File: config.mk
export PLATFORM = sky130hd
export DESIGN_NAME = penguen_koloni_flat
export DESIGN_NICKNAME = d
export VERILOG_FILES = /design/src/rtl/penguen_koloni_if.sv /design/src/rtl/penguen_koloni.sv /design/src/flat_wrapper.sv
export SDC_FILE = /design/constraint.sdc
export NUM_CORES = 1
export LEC_CHECK = 0
export BUFFER_PORTS_ARGS = -buffer_cell sky130_fd_sc_hd__clkbuf_2
export CAP_MARGIN = 20
export CORE_ASPECT_RATIO = 0.75
export CORE_UTILIZATION = 29
export DETAILED_ROUTE_END_ITERATION = 10
export GPL_TIMING_DRIVEN = 1
export PLACE_DENSITY = 0.45
export SLEW_MARGIN = 20
export SYNTH_ARGS = -nofsm -noshare
export SYNTH_HDL_FRONTEND = slang
export SYNTH_SLANG_ARGS = --single-unit
File: constraint.sdc
create_clock -name saat -period 3.45 [get_ports saat]
set_input_delay 0.5175 -clock saat [delete_from_list [all_inputs] [get_ports saat]]
set_output_delay 0.5175 -clock saat [all_outputs]
set_load 0.01 [all_outputs]
File: src/rtl/penguen_koloni_if.sv
// penguen_koloni_if: catch/enable inputs and scoring outputs of the penguin colony hunt tracker
// Parameters: N channels, W catch width per channel, SW cycle/finish-time width.
// master: drives etkin/avlanan_balik, observes results. slave: the scoring core.
interface penguen_koloni_if #(
  parameter int N  = 4,
  parameter int W  = 3,
  parameter int SW = 7
);
  logic [N-1:0]    etkin;
  logic [N*W-1:0]  avlanan_balik;
  logic [N-1:0]    bitti;
  logic [N*SW-1:0] bitme_sure;
  logic            hepsi_bitti;
  logic [3:0]      ilk_bitiren;
  logic            ilk_gecerli;
  logic            zaman_asimi;
  modport master (
    output etkin, avlanan_balik,
    input  bitti, bitme_sure, hepsi_bitti, ilk_bitiren, ilk_gecerli, zaman_asimi
  );
  modport slave (
    input  etkin, avlanan_balik,
    output bitti, bitme_sure, hepsi_bitti, ilk_bitiren, ilk_gecerli, zaman_asimi
  );
endinterface

File: src/rtl/penguen_koloni.sv
// penguen_koloni: N-channel penguin hunt scoring core (per-channel fish totals, finish times, first finisher, timeout)
// Ports: saat clock (rising edge); reset async active-low; bus (slave) carries
//   etkin/avlanan_balik in, bitti/bitme_sure/hepsi_bitti/ilk_bitiren/ilk_gecerli/zaman_asimi out.
module penguen_koloni #(
  parameter int N           = 4,
  parameter int W           = 3,
  parameter int HEDEF       = 20,
  parameter int SW          = 7,
  parameter int ZAMAN_ASIMI = 100
) (
  input logic             saat,
  input logic             reset,
  penguen_koloni_if.slave bus
);
  localparam int TW = $clog2(HEDEF + 2**W);
  logic [SW-1:0]         sure_q, sure_d, sure_n;
  logic [N-1:0][TW-1:0]  toplam_q, toplam_d, sum;
  logic [N-1:0][SW-1:0]  bitme_sure_q, bitme_sure_d;
  logic [N-1:0]          bitti_q, bitti_d, acc, fin;
  logic                  hepsi_bitti_q, hepsi_bitti_d;
  logic                  zaman_asimi_q, zaman_asimi_d;
  logic                  ilk_gecerli_q, ilk_gecerli_d;
  logic [3:0]            ilk_bitiren_q, ilk_bitiren_d, ilk_idx;
  logic                  run;
  always_comb begin
    run = !zaman_asimi_q && !hepsi_bitti_q;
    sure_n = sure_q + 1'b1;
    ilk_idx = '0;
    for (int i = 0; i < N; i++) begin
      acc[i] = run && bus.etkin[i] && !bitti_q[i];
      sum[i] = toplam_q[i] + TW'(bus.avlanan_balik[i*W +: W]);
      fin[i] = acc[i] && sum[i] >= TW'(HEDEF);
      toplam_d[i] = acc[i] ? (fin[i] ? TW'(HEDEF) : sum[i]) : toplam_q[i];
      bitme_sure_d[i] = fin[i] ? sure_n : bitme_sure_q[i];
    end
    // Scan downward so the lowest finishing index is the one left standing
    for (int i = N - 1; i >= 0; i--)
      if (fin[i]) ilk_idx = 4'(i);
    bitti_d = bitti_q | fin;
    hepsi_bitti_d = &bitti_d;
    // Timeout only when this edge's updates still leave someone unfinished
    zaman_asimi_d = zaman_asimi_q | (run && sure_n == SW'(ZAMAN_ASIMI) && !(&bitti_d));
    sure_d = run ? sure_n : sure_q;
    ilk_gecerli_d = ilk_gecerli_q | (|fin);
    ilk_bitiren_d = (!ilk_gecerli_q && |fin) ? ilk_idx : ilk_bitiren_q;
  end
  always_ff @(posedge saat or negedge reset) begin
    if (!reset) begin
      sure_q        <= '0;
      toplam_q      <= '0;
      bitme_sure_q  <= '0;
      bitti_q       <= '0;
      hepsi_bitti_q <= 1'b0;
      zaman_asimi_q <= 1'b0;
      ilk_gecerli_q <= 1'b0;
      ilk_bitiren_q <= '0;
    end else begin
      sure_q        <= sure_d;
      toplam_q      <= toplam_d;
      bitme_sure_q  <= bitme_sure_d;
      bitti_q       <= bitti_d;
      hepsi_bitti_q <= hepsi_bitti_d;
      zaman_asimi_q <= zaman_asimi_d;
      ilk_gecerli_q <= ilk_gecerli_d;
      ilk_bitiren_q <= ilk_bitiren_d;
    end
  end
  assign bus.bitti       = bitti_q;
  assign bus.bitme_sure  = bitme_sure_q;
  assign bus.hepsi_bitti = hepsi_bitti_q;
  assign bus.zaman_asimi = zaman_asimi_q;
  assign bus.ilk_gecerli = ilk_gecerli_q;
  assign bus.ilk_bitiren = ilk_bitiren_q;
endmodule

File: src/flat_wrapper.sv
// flat-port wrapper written by rule: the top's interface ports become plain ports
module penguen_koloni_flat 
#(
  parameter int N           = 4,
  parameter int W           = 3,
  parameter int HEDEF       = 20,
  parameter int SW          = 7,
  parameter int ZAMAN_ASIMI = 100
)
  (saat, reset, bus_etkin, bus_avlanan_balik, bus_bitti, bus_bitme_sure, bus_hepsi_bitti, bus_ilk_bitiren, bus_ilk_gecerli, bus_zaman_asimi);
  penguen_koloni_if #(.N(N), .W(W), .SW(SW)) bus_i ();
  input logic saat;
  input logic reset;
  input wire logic [$bits(bus_i.etkin)-1:0] bus_etkin;
  input wire logic [$bits(bus_i.avlanan_balik)-1:0] bus_avlanan_balik;
  output wire logic [$bits(bus_i.bitti)-1:0] bus_bitti;
  output wire logic [$bits(bus_i.bitme_sure)-1:0] bus_bitme_sure;
  output wire logic [$bits(bus_i.hepsi_bitti)-1:0] bus_hepsi_bitti;
  output wire logic [$bits(bus_i.ilk_bitiren)-1:0] bus_ilk_bitiren;
  output wire logic [$bits(bus_i.ilk_gecerli)-1:0] bus_ilk_gecerli;
  output wire logic [$bits(bus_i.zaman_asimi)-1:0] bus_zaman_asimi;
  assign bus_i.etkin = bus_etkin;
  assign bus_i.avlanan_balik = bus_avlanan_balik;
  assign bus_bitti = bus_i.bitti;
  assign bus_bitme_sure = bus_i.bitme_sure;
  assign bus_hepsi_bitti = bus_i.hepsi_bitti;
  assign bus_ilk_bitiren = bus_i.ilk_bitiren;
  assign bus_ilk_gecerli = bus_i.ilk_gecerli;
  assign bus_zaman_asimi = bus_i.zaman_asimi;
  penguen_koloni #(.N(N), .W(W), .HEDEF(HEDEF), .SW(SW), .ZAMAN_ASIMI(ZAMAN_ASIMI)) u_core (.saat(saat), .reset(reset), .bus(bus_i));
endmodule
# --- After elaboration in Yosys (flattened, before gate mapping) ---
# Cells that the tools add are included.
# Widths: inputs -> output; s select.
classes:
  n_addsub: 5
  magnitude_cmp: 4
  eq_ne: 1
  muxes: 8
  bitwise: 3
  n_reduce_logical: 26
op_table:
  columns: ["cell", "n"]
  rows:
  - ["$add 5x3->5", 4]
  - ["$ge 5x5->1 const B", 4]
  - ["$mux 5", 4]
  - ["$logic_and 1x1->1", 16]
  - ["$mux 4", 3]
  - ["$logic_not 1->1", 8]
  - ["$add 7x1->7 const B", 1]
  - ["$eq 7x7->1 const B", 1]
  - ["$or 4x4->4", 1]
  - ["$reduce_and 4->1", 1]
  - ["$reduce_or 4->1", 1]
  - ["$mux 2", 1]
  - ["$or 1x1->1", 2]
word_totals:
  ff_bits: 66
  input_bits: 18

# --- Logic depth before layout (Yosys ltp) ---
# Gate-level depths: netlist of run 1.
depth:
  word_depth: 10
  depth_mapped: 11
  depth_no_buf: 9

# --- Worst setup path after synthesis of run 1 ---
# No wires, ideal clock.
synth_timing:
  path_type: "input port to flip-flop"
  from: "input bus_avlanan_balik[6]"
  to: "register u_core.bitme_sure_q, in the netlist u_core.bus.bitme_sure[18]"
  arrival_ns: 2.591
  required_ns: 3.325
  path_slack_ns: 0.734
  cell_stages: 10
  n_path_buf: 2
  path_cell_list: "ha_1 inv_1 fa_1 xor2_1 a22oi_1 nor2b_1 or4_1 buf_2 buf_6 mux2_4"
synth_between:
  elab_chain_cells: 3
synth_rtl:
  columns: ["element", "line_no", "rtl"]
  rows:
  - ["start: declaration", "flat_wrapper.sv:15", "input wire logic [$bits(bus_i.avlanan_balik)-1:0] bus_avlanan_balik;"]
  - ["$add 5x3->5", "penguen_koloni.sv:31", "sum[i] = toplam_q[i] + TW'(bus.avlanan_balik[i*W +: W]);"]
  - ["$ge 5x5->1", "penguen_koloni.sv:32", "fin[i] = acc[i] && sum[i] >= TW'(HEDEF);"]
  - ["$logic_and 1x1->1", "penguen_koloni.sv:32", null]
  - ["end signal: assignment", "penguen_koloni.sv:60", "bitme_sure_q <= bitme_sure_d;"]
  - ["end: declaration", "penguen_koloni.sv:18", "logic [N-1:0][SW-1:0] bitme_sure_q, bitme_sure_d;"]
# Every way passes these cells.
# A chain may end at the register's enable or synchronous reset.

# --- Worst setup path after layout of run 1 ---
layout_timing:
  from: "register u_core.toplam_q[10] in the netlist's numbering"
  to: "register u_core.ilk_bitiren_q[0], in the netlist u_core.bus.ilk_bitiren[0]"
layout_between:
  elab_chain_cells: 6
  elab_cells_between_ends: 8
  cone_classes: "add/sub: 1; order compare: 1; mux: 3; reduce/logical: 3"
layout_rtl:
  columns: ["element", "line_no", "rtl"]
  rows:
  - ["start: declaration", "penguen_koloni.sv:17", "logic [N-1:0][TW-1:0] toplam_q, toplam_d, sum;"]
  - ["start signal: assignment", "penguen_koloni.sv:59", "toplam_q <= toplam_d;"]
  - ["$add 5x3->5 (*)", "penguen_koloni.sv:31", null]
  - ["$ge 5x5->1 (*)", "penguen_koloni.sv:32", null]
  - ["$logic_and 1x1->1 (*)", "penguen_koloni.sv:32", null]
  - ["$mux 4 (3 in series)", "penguen_koloni.sv:38", "if (fin[i]) ilk_idx = 4'(i);"]
  - ["end signal: assignment", "penguen_koloni.sv:65", "ilk_bitiren_q <= ilk_bitiren_d;"]
  - ["end: declaration", "penguen_koloni.sv:23", "logic [3:0] ilk_bitiren_q, ilk_bitiren_d, ilk_idx;"]
# Mark *: on every way between the ends. The rest lies on a longest branch, timed or not.

==> impl_results.md, run 1 <==
* Outcome: completed
* Routed vias at between 2,000 and 2,500
* Post-route antenna net violation count at 0
* Setup CP Type: flop to flop
* # clock sinks at 64
* Global-route wire length before repair at about 12 mm
* Logic pwr share at 0.032
* Design Area, Final at about 4000 sq um
* FMAX at 382 MHz
* Sw Share at 0.203
* Pint at ~1.4 mW
* Ant. Diodes at 0
* Final min period at 2.62 ns
* # rows at 33
* Critical path arrival at 2.83 ns
* XOR/XNOR Fraction of Synth Area at 0.0628
* Clock latency at the later pin of the worst-skew pair at approximately 0.33 ns
* Die Wd at ~130 um
* Leak at roughly 2.0 nW
* Core area at approximately 11,000 sq um
* Slew Viols, Final at 0
* Final Cycle Share at 0.759
* Critical Path RT at 3.67 ns
* Post-DR wirelength/cell at ~14 um
* Post-synthesis cell count at around 320
* Clock buffer depth at 2
* Fin Setup TNS at 0 ns
* Warnings from Yosys at 0
* Pin count of the biggest net entering global routing at 39
* Initial antenna violation count at 0
* Min Hold Slack at slightly above 0.3 ns
* Top cells by area, synth: dfrtp_1, ha_1, mux2_2, xnor2_1, nor2_1
* CTS tree: yes
* Ys async rst share at 1.00
* Worst Setup End Kind: flop
* Mean Syn Cell Area at around 11 sq um
* Compound-gate portion of the synthesized area at 0.122
* Metal3 WL at around 320 um
* Nets at roughly 410
* Number of global-route vias before repair at ~2,400
* Setup WS pre-CTS at around 0.56 ns
* Seq cells post-synth at 64
* PwrDens at about 420 nW/um^2
* 1st-iter DRT viols at approximately 110
* Post-CTS Hold Fix Bufs at 0
* Htree depth at 3
* Pre-antenna DRT Iters at 4
* Least-Margin Pin Slew at between 0.8 and 0.9 ns
* DP Area at around 3800 sq um
* Initial core utilization at 0.303
* Final hold violation count at 0
* Fraction of layout cells with a size suffix above 1 at 0.260
* Worst-path clk slew at about 0.050 ns
* CP Launch Type: flop
* Top layer in use: met4
* Non-filler instance count after layout at between 500 and 600
* Clk root buf: clkbuf_16
* Cell variety after synth at 52
* Seq/Total Area, Yosys at 0.478
* Largest family of logic cells by synthesized area: simple AND/OR/NAND/NOR gates
* # port buffers at 54
* IO Pins at 57
* Die H at ~95 um
* Met2 Wirelength at about 3.3 mm
* CTS buffer count at 9
* Detailed Route WL at approximately 7.4 mm
* DRC at 0
* Post-CTS Resized at 0
* Number of synthesized flops with an enable pin at 0
* Post-synthesis mux area share at 0.0740
* Synth Area in Simple Gates at 0.139
* Top-count cell post-synth: dfrtp_1
* Max VDD drop at roughly 180 uV
* RD Place Congestion at around 0.78
* Die Area at 12,000 sq um
* Worst Skew at roughly 0.0050 ns
* P_sw at 0.348 mW
* Max-cap violation count at 0
* GRT Overall Usage at 0.136
* Slew headroom at 0.412
* Synthesis-to-layout area growth at 21.1%
* Crit-path max FO at 14
* Vias/cell at 4.71
* # setup viols final at 0
* Grt total ovfl at 0
* Post-DP HPWL at approximately 5.5 mm
* Most used DFF post-synth: dfrtp_1
* Largest area contributor in the netlist: dfrtp_1
* Yosys top cell area share at 0.478
* Setup Fix Bufs, Post-CTS at 0
* Post-synth top cells: dfrtp_1, nor2_1, nand2_1
* Worst Hold Class: input port to async pin
* Share of total power in the clock network at 0.530
* RSZ-0062 raised after global routing: no
* PnR worst setup slack at roughly 0.83 ns
* Placed cell count at between 500 and 600
* DRT met1 WL at 3.71 mm
* Post-Synth Adder-Cell Area at 0.0762
* Area of the mapped netlist at 3350 sq um
* Reg power frac at 0.438
==> cell usage in the layout (no fill, tap or decap), types with 6 or more instances in the layout <==
master,instances
dfrtp_1,64
clkbuf_2,53
nor2_1,26
nand2_1,24
inv_1,18
xnor2_1,15
o21ai_0,15
a21oi_1,14
ha_1,14
mux2_2,13
xor2_1,9
clkbuf_16,9
nand3_1,8
a21o_1,7
nor2b_1,6
mux2_4,6
buf_4,6
==> path summary, 6_finish.rpt <==
check / start / slack [ns] / cells after the start / to
worst max-delay path: u_core.toplam_q[10] / 0.83 / 10 / u_core.bus.ilk_bitiren[0]
worst min-delay path: reset / 0.31 / 1 / u_core.toplam_q[5]
worst max register to register: u_core.toplam_q[10] / 0.83 / 10 / u_core.bus.ilk_bitiren[0]
worst min register to register: u_core.toplam_q[9] / 0.46 / 1 / u_core.toplam_q[8]
max in group asynchronous: reset / 2.40 / 2 / u_core.bus.ilk_bitiren[1]
min in group saat: u_core.toplam_q[9] / 0.46 / 1 / u_core.toplam_q[8]
==> worst max-delay path, stage by stage (launching register included) <==
cell     delay [ns]
dfrtp_1        0.34
ha_1           0.18
inv_1          0.06
fa_1           0.45
xor2_1         0.19
a22oi_1        0.14
nor2b_1        0.07
or4_1          0.50
buf_4          0.22
o21a_1         0.20
o22a_1         0.17
==> sequential cells by signal, summed over array words and instances, names as in the netlist <==
name                    count
u_core.sure_q               7
u_core.bus.ilk_gecerli      1
u_core.bus.ilk_bitiren      2
u_core.bus.hepsi_bitti      1
u_core.bus.bitti            4
u_core.bus.zaman_asimi      1
u_core.bus.bitme_sure      28
u_core.toplam_q            20
==> power by group through the flow <==
stage,Combinational (mW),Clock (mW),Sequential [mW]
2_1_floorplan,0.0247,0,0.765
5_1_grt,0.0646,0.963,0.751
3_3_place_gp,0.0571,0,0.764
4_1_cts,0.0569,0.939,0.751
6_report,0.0548,0.909,0.752
3_5_place_dp,0.0568,0,0.764
==> layout make-up <==
type | instances | area [sq um]
inverter | 18 | 67.6
multi-input combinational | 219 | 1600
tap | 140 | 175
clock buffer | 13 | 260
clock inverter | 3 | 40.0
fill | 1136 | 7010
timing repair buffer | 60 | 315
sequential | 64 | 1600
==> stage by stage <==
stage | power, mW | utilization
4_1_cts | 1.75 | 0.366
2_1_floorplan | 0.789 | -
3_3_place_gp | 0.821 | 0.339
3_5_place_dp | 0.821 | 0.339
6_report | 1.72 | 0.366
5_1_grt | 1.78 | 0.366
==> layer usage <==
metal | track usage | vias up
met5 | 0 | -
li1 | - | 1202
met2 | 0.213 | 46
met3 | 0.0438 | 10
met1 | 0.178 | 1178
met4 | 0.0452 | 0
==> logic make-up (layout without fill, tap and decap cells) <==
logic type	after synthesis	count (layout)
compound gates	63	63
flops	64	64
mux	20	20
simple gates	92	92
other cells	1	2
fa+ha+maj	18	18
xor+xnor	24	24
buf+inv	34	94
Note: power is estimated with default switching activity, not from simulation.
==> run 2, diff against run 1 <==
==> constraint.sdc (replaced) <==
create_clock -name saat -period 2.75 [get_ports saat]
set_input_delay 0.4125 -clock saat [delete_from_list [all_inputs] [get_ports saat]]
set_output_delay 0.4125 -clock saat [all_outputs]
set_load 0.01 [all_outputs]
==> impl_results.md, run 2 (same netlist as run 1, synthesis figures left out) <==
* Outcome: completed (unchanged)
* # port buffers at 54 (unchanged)
* Setup Fix Bufs, Post-CTS at 0 (unchanged)
* Max-cap violation count at 0 (unchanged)
* Synthesis-to-layout area growth at 23.2% (was 21.1%)
* Worst Skew at 0.00401 ns (was 0.00502 ns)
* CTS buffer count at 9 (unchanged)
* Area of the multi-input gates at 1600 sq um (about the same)
* Htree depth at 3 (unchanged)
* Min Hold Slack at 0.136 ns (was 0.307 ns)
* Post-DP HPWL at 5.46 mm (was 5.48 mm)
* Worst Hold Class: input port to async pin (unchanged)
* Global-route wire length before repair at 12.4 mm (was 12.2 mm)
* Core Util, Final at 0.373 (was 0.366)
* DRC at 0 (unchanged)
* Post-DR wirelength/cell at 14.0 um (was 14.3 um)
* Final Cycle Share at 0.931 (was 0.759)
* Commonest cells after routing, fill and taps aside: dfrtp_1, clkbuf_2, nor2_1 (unchanged)
* Setup WS pre-CTS at -0.0549 ns (was 0.556 ns)
* Detailed Route WL at 7.34 mm (was 7.42 mm)
* Clk root buf: clkbuf_16 (unchanged)
* PwrDens at 503 nW/um^2 (was 423 nW/um^2)
* Fraction of layout cells with a size suffix above 1 at 0.281 (was 0.260)
* Initial core utilization at 0.303 (unchanged)
* RSZ-0062 raised after global routing: no (unchanged)
* Die Area at 12,000 sq um (unchanged)
* Post-CTS Resized at 0 (unchanged)
* Max reg flops at 28 (unchanged)
* # setup viols final at 0 (unchanged)
* Leak at 2.08 nW (was 2.04 nW)
* RD Place Congestion at 0.729 (was 0.783)
* Total power at 2.08 mW (was 1.72 mW)
* Slew Viols, Final at 0 (unchanged)
* Final hold violation count at 0 (unchanged)
* Max VDD drop at 296 uV (was 183 uV)
* GRT Overall Usage at 0.137 (was 0.136)
* Initial antenna violation count at 0 (unchanged)
* Most common cell after layout, fill and taps aside: dfrtp_1 (unchanged)
* Die Wd at 126 um (unchanged)
* Grt total ovfl at 0 (unchanged)
* Critical Path RT at 2.96 ns (was 3.67 ns)
* DP Area at 3840 sq um (was 3750 sq um)
* Ant. Diodes at 0 (unchanged)
* Least-Margin Pin Slew at 0.724 ns (was 0.882 ns)
* Slew headroom at 0.517 (was 0.412)
* Number of global-route vias before repair at 2,454 (was 2,441)
* Routed vias at 2,477 (was 2,436)
* Crit-path max FO at 7 (was 14)
* Final min period at 2.56 ns (was 2.62 ns)
* Nets at 416 (was 408)
* Reg area at 1600 sq um (unchanged)
* FF-to-FF End: u_core.bus.bitme_sure[8] (was u_core.bus.ilk_bitiren[0])
* Clock buffer depth at 2 (unchanged)
* Die H at 95.1 um (unchanged)
* Worst-path clk slew at 0.05 ns (about the same)
* Worst Setup End Kind: flop (unchanged)
* # clock sinks at 64 (unchanged)
* FILL cells at 1,114 (was 1,136)
* # rows at 33 (unchanged)
* Vias/cell at 4.72 (was 4.71)
* Core area at 11,100 sq um (unchanged)
* Pre-antenna DRT Iters at 4 (unchanged)
* PnR worst setup slack at 0.189 ns (was 0.833 ns)
* CP Launch Type: flop (unchanged)
* FMAX at 390 MHz (was 382 MHz)
* Reg2reg path depth at 8 (was 10)
* Critical path arrival at 2.77 ns (was 2.83 ns)
* 1st-iter DRT viols at 129 (was 109)
* Worst r2r src: u_core.toplam_q[5] (was u_core.toplam_q[10])
* Setup CP Type: flop to flop (unchanged)
* Clock latency at the later pin of the worst-skew pair at 0.33 ns (about the same)
* Post-CTS Hold Fix Bufs at 0 (unchanged)
* Worst reg2reg setup slack at 0.19 ns (was 0.83 ns)
* Post-route antenna net violation count at 0 (unchanged)
* CTS tree: yes (unchanged)
* IO Pins at 57 (unchanged)
* Design Area, Final at 4130 sq um (was 4060 sq um)
* Pin count of the biggest net entering global routing at 38 (was 39)
==> run 2: worst max-delay path by stage <==
stage                    startpoint                        end  slack, ns
6_report         u_core.toplam_q[5]   u_core.bus.bitme_sure[8]       0.19
4_1_cts         u_core.toplam_q[10]  u_core.bus.ilk_bitiren[0]        0.1
3_5_place_dp   bus_avlanan_balik[6]  u_core.bus.ilk_bitiren[0]      -0.05
3_3_place_gp   bus_avlanan_balik[6]  u_core.bus.ilk_bitiren[0]      -0.02
5_1_grt          u_core.toplam_q[0]   u_core.bus.bitme_sure[2]       0.03
2_1_floorplan  bus_avlanan_balik[6]  u_core.bus.bitme_sure[18]       0.14
==> run 2: metrics by stage <==
| step | TNS [ns] | cells |
|---|---|---|
| detailed placement | -0.0549 | 509 |
| global route | 0 | 525 |
| CTS | 0 | 525 |
| global placement | -0.0201 | 509 |
| finish | 0 | 525 |
| floorplan | 0 | 317 |
==> run 2: area by class of cell <==
class,instances,area share
Clock inverter,3,0.00364
Clock buffer,13,0.0655
Multi-Input combinational cell,219,0.387
Timing Repair Buffer,68,0.0970
Sequential cell,64,0.388
Inverter,18,0.0164
Tap cell,140,0.0424
==> run 2: report_power, final <==
group | internal (mW) | switching, mW
sequential | 0.943 | 0
clock | 0.678 | 0.384
combinational | 0.0285 | 0.0436
==> run 2: layer usage <==
| layer | vias up | GRT usage | part of all wire |
|---|---|---|---|
| met5 | - | 0 | 0 |
| met4 | 0 | 0.0452 | 0.014 |
| met3 | 11 | 0.0404 | 0.036 |
| met2 | 42 | 0.205 | 0.43 |
| met1 | 1201 | 0.189 | 0.52 |
| li1 | 1223 | - | - |
==> run 2: worst max-delay path, stage by stage, from the launching register on <==
cell      delay, ns
dfrtp_1        0.35
ha_1           0.19
inv_1          0.06
fa_1           0.43
nor3b_1        0.18
a311oi_1       0.24
a31oi_1        0.11
or3_1          0.53
mux2_1         0.35
==> run 3, diff against run 2 <==
--- a/config.mk
+++ b/config.mk
@@ -5,6 +5,7 @@
 export SDC_FILE = /design/constraint.sdc
 export NUM_CORES = 1
 export LEC_CHECK = 0
+export ABC_AREA = 1
 export BUFFER_PORTS_ARGS = -buffer_cell sky130_fd_sc_hd__clkbuf_2
 export CAP_MARGIN = 20
 export CORE_ASPECT_RATIO = 0.75
==> impl_results.md, run 3 <==
* Critical Path RT at 3.02 ns (was 2.96 ns)
* Post-synth top cells: nand2_1, dfrtp_1, inv_1 (was dfrtp_1, nor2_1, nand2_1)
* Top-count cell post-synth: nand2_1 (was dfrtp_1)
* Pre-antenna DRT Iters at 4 (unchanged)
* Worst reg2reg setup slack at 0.53 ns (was 0.19 ns)
* Setup CP Type: flop to flop (unchanged)
* Slew headroom at 0.351 (was 0.517)
* Max-cap violation count at 0 (unchanged)
* FMAX at 450 MHz (was 390 MHz)
* Die Area at 12,200 sq um (was 12,000 sq um)
* Area of the mapped netlist at 3400 sq um (was 3350 sq um)
* Post-DP HPWL at 5.72 mm (was 5.46 mm)
* Leak at 2.23 nW (was 2.08 nW)
* Met2 Wirelength at 3.34 mm (was 3.14 mm)
* Outcome: completed (unchanged)
* Fin Setup TNS at 0 ns (unchanged)
* Worst-path clk slew at 0.05 ns (about the same)
* Commonest cells after routing, fill and taps aside: nand2_1, dfrtp_1, clkbuf_2 (was dfrtp_1, clkbuf_2, nor2_1)
* Mean Syn Cell Area at 9.01 sq um (was 10.6 sq um)
* Final Cycle Share at 0.808 (was 0.931)
* DP Area at 3810 sq um (was 3840 sq um)
* Synthesis-to-layout area growth at 21.6% (was 23.2%)
* RD Place Congestion at 0.757 (was 0.729)
* RSZ-0062 raised after global routing: no (unchanged)
* Slew Viols, Final at 0 (unchanged)
* Detailed Route WL at 7.72 mm (was 7.34 mm)
* CTS tree: yes (unchanged)
* Htree depth at 3 (unchanged)
* Worst Skew at 0.00727 ns (was 0.00401 ns)
* Vias/cell at 4.43 (was 4.72)
* FILL cells at 1,172 (was 1,114)
* Most used DFF post-synth: dfrtp_1 (unchanged)
* Initial antenna violation count at 0 (unchanged)
* IO Pins at 57 (unchanged)
* Nets at 476 (was 416)
* Worst Setup End Kind: flop (unchanged)
* Initial core utilization at 0.305 (was 0.303)
* Crit-path max FO at 14 (was 7)
* Design Area, Final at 4130 sq um (about the same)
* Grt total ovfl at 0 (unchanged)
* Clock buffer depth at 2 (unchanged)
* Cell variety after synth at 31 (was 52)
* Seq/Total Area, Yosys at 0.472 (was 0.478)
* GRT Overall Usage at 0.140 (was 0.137)
* Core area at 11,100 sq um (about the same)
* Area of the multi-input gates at 1520 sq um (was 1600 sq um)
* 1st-iter DRT viols at 159 (was 129)
* DRT met1 WL at 3.99 mm (was 3.83 mm)
* Fraction of layout cells with a size suffix above 1 at 0.238 (was 0.281)
* Clock latency at the later pin of the worst-skew pair at 0.33 ns (about the same)
* Post-route antenna net violation count at 0 (unchanged)
* Max reg flops at 28 (unchanged)
* Seq cells post-synth at 64 (unchanged)
* Ant. Diodes at 0 (unchanged)
* Post-DR wirelength/cell at 13.2 um (was 14.0 um)
* Non-filler instance count after layout at 585 (was 525)
* CP Launch Type: flop (unchanged)
* Placed cell count at 569 (was 509)
* Pin count of the biggest net entering global routing at 36 (was 38)
* Reg area at 1600 sq um (unchanged)
* # rows at 33 (unchanged)
* Final min period at 2.22 ns (was 2.56 ns)
* Number of global-route vias before repair at 2,480 (was 2,454)
* Metal3 WL at 292 um (was 266 um)
* Global-route wire length before repair at 12.7 mm (was 12.4 mm)
* # port buffers at 54 (unchanged)
* # clock sinks at 64 (unchanged)
* Top cells by area, synth: dfrtp_1, nand2_1, ha_1, inv_1, nand3_1 (was dfrtp_1, ha_1, mux2_2, xnor2_1, nor2_1)
* # setup viols final at 0 (unchanged)
* Worst Hold Class: input port to async pin (unchanged)
* Most common cell after layout, fill and taps aside: nand2_1 (was dfrtp_1)
* Final hold violation count at 0 (unchanged)
* Max VDD drop at 286 uV (was 296 uV)
* Least-Margin Pin Slew at 0.973 ns (was 0.724 ns)
* Warnings from Yosys at 0 (unchanged)
* Post-CTS Hold Fix Bufs at 0 (unchanged)
* Post-synthesis cell count at 377 (was 316)
* Largest area contributor in the netlist: dfrtp_1 (unchanged)
* Die Wd at 127 um (was 126 um)
* Number of synthesized flops with an enable pin at 0 (unchanged)
* Critical path arrival at 2.49 ns (was 2.77 ns)
* Die H at 95.7 um (was 95.1 um)
* CTS buffer count at 9 (unchanged)
* PwrDens at 542 nW/um^2 (was 503 nW/um^2)
* Core Util, Final at 0.370 (was 0.373)
* Ys async rst share at 1.00 (unchanged)
* Top layer in use: met4 (unchanged)
* Clk root buf: clkbuf_16 (unchanged)
* Post-CTS Resized at 0 (unchanged)
* DRC at 0 (unchanged)
* Setup Fix Bufs, Post-CTS at 0 (unchanged)
* Yosys top cell area share at 0.472 (was 0.478)
* Routed vias at 2,593 (was 2,477)
## run 3: cell types whose count changed after synthesis, moves of 7 or more
cell	previous run	this run
o21ai_1	1	18
nor2_1	26	17
a21oi_1	14	6
xnor2_1	15	1
nand3_1	8	32
mux2_2	13	0
o21ai_2	0	7
a21o_1	7	0
nand2_1	24	98
inv_1	18	46
## run 3: final timing paths
| kind | from | end | depth (start not counted) |
|---|---|---|---|
| max in group asynchronous | reset | u_core.sure_q[0] | 2 |
| min in group saat | bus_avlanan_balik[9] | u_core.toplam_q[15] | 4 |
| hold / removal | reset | u_core.toplam_q[7] | 1 |
| hold reg to reg | u_core.bus.bitme_sure[16] | u_core.bus.bitme_sure[16] | 2 |
| setup / recovery | u_core.toplam_q[10] | u_core.bus.ilk_bitiren[0] | 13 |
| setup reg to reg | u_core.toplam_q[10] | u_core.bus.ilk_bitiren[0] | 13 |
## run 3: final cells by class
class	instances	area share
clock buffers	13	0.0606
inverters	46	0.0418
flip-flops and latches	64	0.388
well taps	140	0.0424
clock inverters	3	0.0158
repair buffers	62	0.0830
multi-input cells	257	0.369
## run 3: routing by layer
metal / global-route usage / up-vias
met5: 0 / -
met4: 0.0506 / 0
met3: 0.0450 / 9
met2: 0.210 / 49
met1: 0.190 / 1201
li1: - / 1334
## run 3: where the power goes
group          switching (mW)  internal [mW]  total, mW
combinational          0.0517         0.0302     0.0819
clock                   0.395          0.817       1.21
sequential                  0          0.943      0.943
total                   0.447           1.79       2.24
## run 3: logic make-up after synthesis
| kind of cell | Yosys count | share of synthesized area |
|---|---|---|
| AND/OR/NAND/NOR | 173 | 0.255 |
| buffers and inverters | 57 | 0.0811 |
| flip-flops | 64 | 0.472 |
| XOR/XNOR | 7 | 0.0181 |
| other | 1 | 0.00110 |
| AO/OA/AOI/OAI | 57 | 0.0984 |
| adder cells (fa/ha/maj) | 18 | 0.0752 |
## run 3: critical path, stage by stage (launching register included)
cell and delay (ns):
dfrtp_1 0.36, ha_1 0.17, inv_1 0.06, fa_1 0.39, inv_1 0.07, nand3_1 0.09, a21oi_1 0.28, nor2_4 0.07
nand2_2 0.15, buf_4 0.23, nand2_1 0.09, nand2_1 0.06, nand3_1 0.07, nand2_1 0.07
## run 3: through the flow
step,hold slack [ns],power [mW],setup slack [ns]
floorplan,0.117,1.00,0.770
global placement,0.464,1.04,0.408
detailed placement,0.473,1.04,0.400
CTS,0.173,2.28,0.500
global route,0.220,2.33,0.291
finish,0.155,2.24,0.529
